File: src/rtl/rgb_fade_sequencer.sv
// Breathing red/green/blue/white sequencer for the SB_RGBA_DRV RGB driver.
// Each colour fades up, holds at full brightness, then fades down.
`timescale 1ns/1ps
module rgb_fade_sequencer #(
    parameter int PWM_BITS   = 8,
    parameter int STEP_DIV   = 46875,
    parameter int HOLD_STEPS = 64
) (
    input  logic clk_12Mhz,
    input  logic rst,
    input  logic seq_enable,
    output logic pwm_red,
    output logic pwm_green,
    output logic pwm_blue,
    output logic led_en,
    output logic busy,
    output logic cycle_done
);

    localparam int PRE_W  = (STEP_DIV > 1) ? $clog2(STEP_DIV) : 1;
    localparam int HOLD_W = (HOLD_STEPS > 1) ? $clog2(HOLD_STEPS) : 1;

    localparam logic [PWM_BITS-1:0] DMAX      = '1;
    localparam logic [PRE_W-1:0]    PRE_LAST  = PRE_W'(STEP_DIV - 1);
    localparam logic [HOLD_W-1:0]   HOLD_LAST = HOLD_W'(HOLD_STEPS - 1);

    typedef enum logic [1:0] {
        IDLE,
        FADE_UP,
        HOLD,
        FADE_DOWN
    } state_t;

    state_t              state;
    logic [PRE_W-1:0]    prescaler;
    logic [PWM_BITS-1:0] pwm_cnt;
    logic [PWM_BITS-1:0] duty;
    logic [HOLD_W-1:0]   hold_cnt;
    logic [1:0]          colour;
    logic [2:0]          mask;
    logic                step_tick;

    // Prescaler sits at 0 in IDLE, so a tick can only happen while running.
    assign step_tick = (state != IDLE) && (prescaler == PRE_LAST);

    always_comb begin
        mask = 3'b000;
        unique case (colour)
            2'd0: mask = 3'b001;
            2'd1: mask = 3'b010;
            2'd2: mask = 3'b100;
            2'd3: mask = 3'b111;
        endcase
    end

    always_ff @(posedge clk_12Mhz or posedge rst) begin
        if (rst) begin
            pwm_cnt <= '0;
        end else begin
            pwm_cnt <= pwm_cnt + 1'b1;
        end
    end

    always_ff @(posedge clk_12Mhz or posedge rst) begin
        if (rst) begin
            pwm_red   <= 1'b0;
            pwm_green <= 1'b0;
            pwm_blue  <= 1'b0;
        end else begin
            pwm_red   <= mask[0] && (pwm_cnt < duty);
            pwm_green <= mask[1] && (pwm_cnt < duty);
            pwm_blue  <= mask[2] && (pwm_cnt < duty);
        end
    end

    always_ff @(posedge clk_12Mhz or posedge rst) begin
        if (rst) begin
            state      <= IDLE;
            prescaler  <= '0;
            duty       <= '0;
            hold_cnt   <= '0;
            colour     <= '0;
            busy       <= 1'b0;
            led_en     <= 1'b0;
            cycle_done <= 1'b0;
        end else begin
            cycle_done <= 1'b0;
            if (state == IDLE) begin
                prescaler <= '0;
                if (seq_enable) begin
                    state    <= FADE_UP;
                    duty     <= '0;
                    hold_cnt <= '0;
                    colour   <= '0;
                    busy     <= 1'b1;
                    led_en   <= 1'b1;
                end
            end else if (!seq_enable) begin
                // Disable beats a coincident tick: no fade-out, no advance.
                state     <= IDLE;
                prescaler <= '0;
                duty      <= '0;
                hold_cnt  <= '0;
                colour    <= '0;
                busy      <= 1'b0;
                led_en    <= 1'b0;
            end else begin
                prescaler <= step_tick ? '0 : prescaler + 1'b1;
                if (step_tick) begin
                    unique case (state)
                        FADE_UP: begin
                            if (duty == DMAX) begin
                                state    <= HOLD;
                                hold_cnt <= '0;
                            end else begin
                                duty <= duty + 1'b1;
                            end
                        end
                        HOLD: begin
                            if (hold_cnt == HOLD_LAST) begin
                                state <= FADE_DOWN;
                            end else begin
                                hold_cnt <= hold_cnt + 1'b1;
                            end
                        end
                        FADE_DOWN: begin
                            if (duty == '0) begin
                                state      <= FADE_UP;
                                colour     <= colour + 1'b1;
                                cycle_done <= (colour == 2'd3);
                            end else begin
                                duty <= duty - 1'b1;
                            end
                        end
                        default: state <= IDLE;
                    endcase
                end
            end
        end
    end

endmodule

File: config.mk
export PLATFORM = sky130hd
export DESIGN_NAME = rgb_fade_sequencer
export DESIGN_NICKNAME = d
export VERILOG_FILES = /design/src/rtl/rgb_fade_sequencer.sv
export SDC_FILE = /design/constraint.sdc
export NUM_CORES = 1
export LEC_CHECK = 0
export CAP_MARGIN = 20
export CORE_ASPECT_RATIO = 0.6
export CORE_MARGIN = 2
export CORE_UTILIZATION = 40
export DETAILED_ROUTE_END_ITERATION = 16
export GPL_ROUTABILITY_DRIVEN = 0
export RECOVER_POWER = 50
export SETUP_SLACK_MARGIN = 0.3
export SLEW_MARGIN = 25
export SYNTH_ARGS = -nofsm -noshare
export SYNTH_HDL_FRONTEND = slang
export SYNTH_SLANG_ARGS = --single-unit
export TNS_END_PERCENT = 50
File: constraint.sdc
create_clock -name clk_12Mhz -period 3.3 [get_ports clk_12Mhz]
set_input_delay 0.66 -clock clk_12Mhz [delete_from_list [all_inputs] [get_ports clk_12Mhz]]
set_output_delay 0.66 -clock clk_12Mhz [all_outputs]
set_load 0.03 [all_outputs]
==> flow_metrics.env <==
export IMPL_status="complete, no violations"
export IMPL_fin_nets=339
export IMPL_antenna_cells=0
export IMPL_yosys_warnings=0
export IMPL_whs_ns=0.494
export IMPL_die_w_um=113
export IMPL_io_buffers=8
export IMPL_grt_ovfl_total=0
export IMPL_crit_arrival_ns=2.95
export IMPL_rsz0062_at_grt="no"
export IMPL_num_rows=23
export IMPL_crit_required_ns=3.51
export IMPL_cts_htree_levels=2
export IMPL_r2r_start="state[0]"
export IMPL_floorplan_initialDensity=0.418
export IMPL_crit_start="state[0]"
export IMPL_insertion_delay_ns=0.30
export IMPL_synth_top_area_frac=0.416
export IMPL_fin_cells=398
export IMPL_grt_pass1_wl_um=10200
export IMPL_ant_nets=0
export IMPL_dr_total_vias=2132
export IMPL_postCtsSetupBuffers=0
export IMPL_drt_initial_drc_count=124
export IMPL_leakage_nw=1.39
export IMPL_fin_tns_setup_ns=0
export IMPL_synthArstFlopShare=1.00
export IMPL_start_kind="register"
export IMPL_dpl_hpwl_um=4300
export IMPL_post_cts_resized=0
export IMPL_cts_buffers=5
export IMPL_globalRouteTotalUtil=0.164
export IMPL_power_mw=1.89
export IMPL_coreArea_um2=6760
export IMPL_root_buffer="clkbuf_16"
export IMPL_routed_wirelength_um=5810
export IMPL_final_hold_viol_count=0
export IMPL_fin_crit_ns=2.74
export IMPL_cts_tree="yes"
export IMPL_num_io_pins=9
export IMPL_antenna_found_initial=0
export IMPL_dpl_cell_count=390
export IMPL_max_clock_freq_mhz=365
export IMPL_finalClockSkew_ns=0.00770
export IMPL_p_per_area_nw_per_um2=601
export IMPL_synth_top_cell_by_area="dfrtp_1"
export IMPL_worst_pin_slew_ns=0.972
export IMPL_hold_depth=1
export IMPL_critical_path_class="register to register"
export IMPL_ys_types=43
export IMPL_met3_usage=0.0405
export IMPL_netlist_area_um2=2830
export IMPL_ctsHoldBuffers=0
export IMPL_area_delta_synth_final_pct=11.2
export IMPL_clk_pin_slew_worst_paths_ns=0.07
export IMPL_cp_end_kind="register"
export IMPL_synthCells=300
export IMPL_grt_busiest_layer="met1"
export IMPL_max_slew_margin=0.351
export IMPL_numClockSinks=47
export IMPL_r2r_slack_ns=0.56
export IMPL_rr_worst_depth=8
export IMPL_maxSlewViolCount=0
export IMPL_use_met1=0.261
export IMPL_cts_buffer_depth=2
export IMPL_die_area_um2=7780
export IMPL_cp_endpoint="duty[4]"
export IMPL_grt_pass1_vias=1996
export IMPL_dr_pass1_iters=4
export IMPL_syn_nets=329
export IMPL_drive_above_1_share=0.0514
export IMPL_die_y_um=69.1
export IMPL_hold_path_class="register to register"
export IMPL_ys_seq_area_frac=0.416
export IMPL_worst_r2r_endpoint="duty[4]"
export IMPL_timing_final_crit_share=0.831
export IMPL_ir_worst_vdd_mv=0.267
export IMPL_ys_flop_type="dfrtp_1"
export IMPL_met2_usage=0.208
export IMPL_cap_violations=0
export IMPL_avgRoutedWirePerCell_um=14.6
export IMPL_grt_max_degree=27
export IMPL_synth_edf_count=0
export IMPL_avgSynthCellArea_um2=9.43
export IMPL_drc_errors=0
export IMPL_cp_max_fo=14
export IMPL_synthTopCellsByArea="dfrtp_1 (42%), ha_1 (11%), o21ai_0 (4.8%)"
export IMPL_routed_via_density=5.36
export IMPL_synth_seq_cells=47
export IMPL_setup_viol=0
[stage by stage]
| stage | worst slack (ns) | util | instance area, um^2 |
|---|---|---|---|
| global route | 0.355 | 0.465 | 3150 |
| floorplan | 0.685 | - | 2830 |
| global placement | 0.665 | 0.445 | 3010 |
| detailed placement | 0.551 | 0.445 | 3010 |
| finish | 0.559 | 0.465 | 3150 |
| CTS | 0.563 | 0.465 | 3150 |
[placed cells by master (no fill, tap or decap), types with 5 or more instances in the layout]
cell type / netlist / routed
xor2_1: 11 / 11
a21oi_1: 9 / 9
clkbuf_16: 0 / 5
xnor2_1: 13 / 13
ha_1: 26 / 26
or4_1: 5 / 5
nand3_1: 21 / 21
nor2_1: 24 / 24
a21o_1: 8 / 8
inv_1: 18 / 18
clkdlybuf4s50_1: 0 / 7
nand2_1: 25 / 25
dfrtp_1: 47 / 47
nand4_1: 9 / 9
and3_1: 6 / 6
o21ai_0: 27 / 27
[area by class of cell]
| class | count | area [um^2] |
|---|---|---|
| Fill cell | 638 | 3620 |
| Multi-Input combinational cell | 227 | 1550 |
| Sequential cell | 47 | 1180 |
| Clock buffer | 6 | 129 |
| Tap cell | 87 | 109 |
| Timing Repair Buffer | 11 | 100 |
| Inverter | 18 | 67.6 |
| Clock inverter | 2 | 12.5 |
[metal layers]
layer / part of all wire / up-vias
met2: 0.38 / 22
met4: 0.014 / 0
met5: 0 / -
li1: - / 1086
met3: 0.030 / 8
met1: 0.58 / 1016
[sequential cells by signal, summed over array words and instances (netlist names)]
name	cells
busy	1
colour	2
cycle_done	1
duty	8
hold_cnt	6
prescaler	16
pwm_blue	1
pwm_cnt	8
pwm_green	1
pwm_red	1
state	2
[synth_stat cells (6+ instances only)]
master    count
dfrtp_1      47
o21ai_0      27
ha_1         26
nand2_1      25
nor2_1       24
nand3_1      21
inv_1        18
xnor2_1      13
xor2_1       11
a21oi_1       9
nand4_1       9
a21o_1        8
and3_1        6
clkbuf_1      6
[worst min-delay path by stage]
| stage | start | end | slack (ns) |
|---|---|---|---|
| final | pwm_cnt[7] | pwm_cnt[7] | 0.49 |
| after floorplan | pwm_cnt[0] | pwm_cnt[0] | 0.45 |
| after CTS | pwm_cnt[7] | pwm_cnt[7] | 0.50 |
| after global placement | pwm_cnt[7] | pwm_cnt[7] | 0.47 |
| after detailed placement | pwm_cnt[7] | pwm_cnt[7] | 0.49 |
| after global routing | pwm_cnt[7] | pwm_cnt[7] | 0.52 |
[power by group]
group / switching, mW / internal, mW / total (mW)
clock network: 0.226 / 0.280 / 0.506
logic: 0.391 / 0.252 / 0.642
registers: 0.0986 / 0.643 / 0.741
total: 0.715 / 1.17 / 1.89
[worst max-delay path, stage by stage, from the launching register on]
cell	delay (ns)
dfrtp_1	0.43
inv_1	0.10
ha_1	0.29
or4bb_1	0.56
o41ai_4	0.27
nand2b_2	0.12
a21o_1	0.29
or4_1	0.51
o21ai_0	0.08
[cells by family after synthesis]
kind of cell | Yosys count | synth area share
AO/OA/AOI/OAI | 64 | 0.148
XOR/XNOR | 24 | 0.0743
adder cells (fa/ha/maj) | 26 | 0.115
buffers and inverters | 26 | 0.0358
flip-flops | 47 | 0.416
multiplexers | 2 | 0.00752
AND/OR/NAND/NOR | 111 | 0.204
No activity file was read; power rests on OpenSTA's default activity.
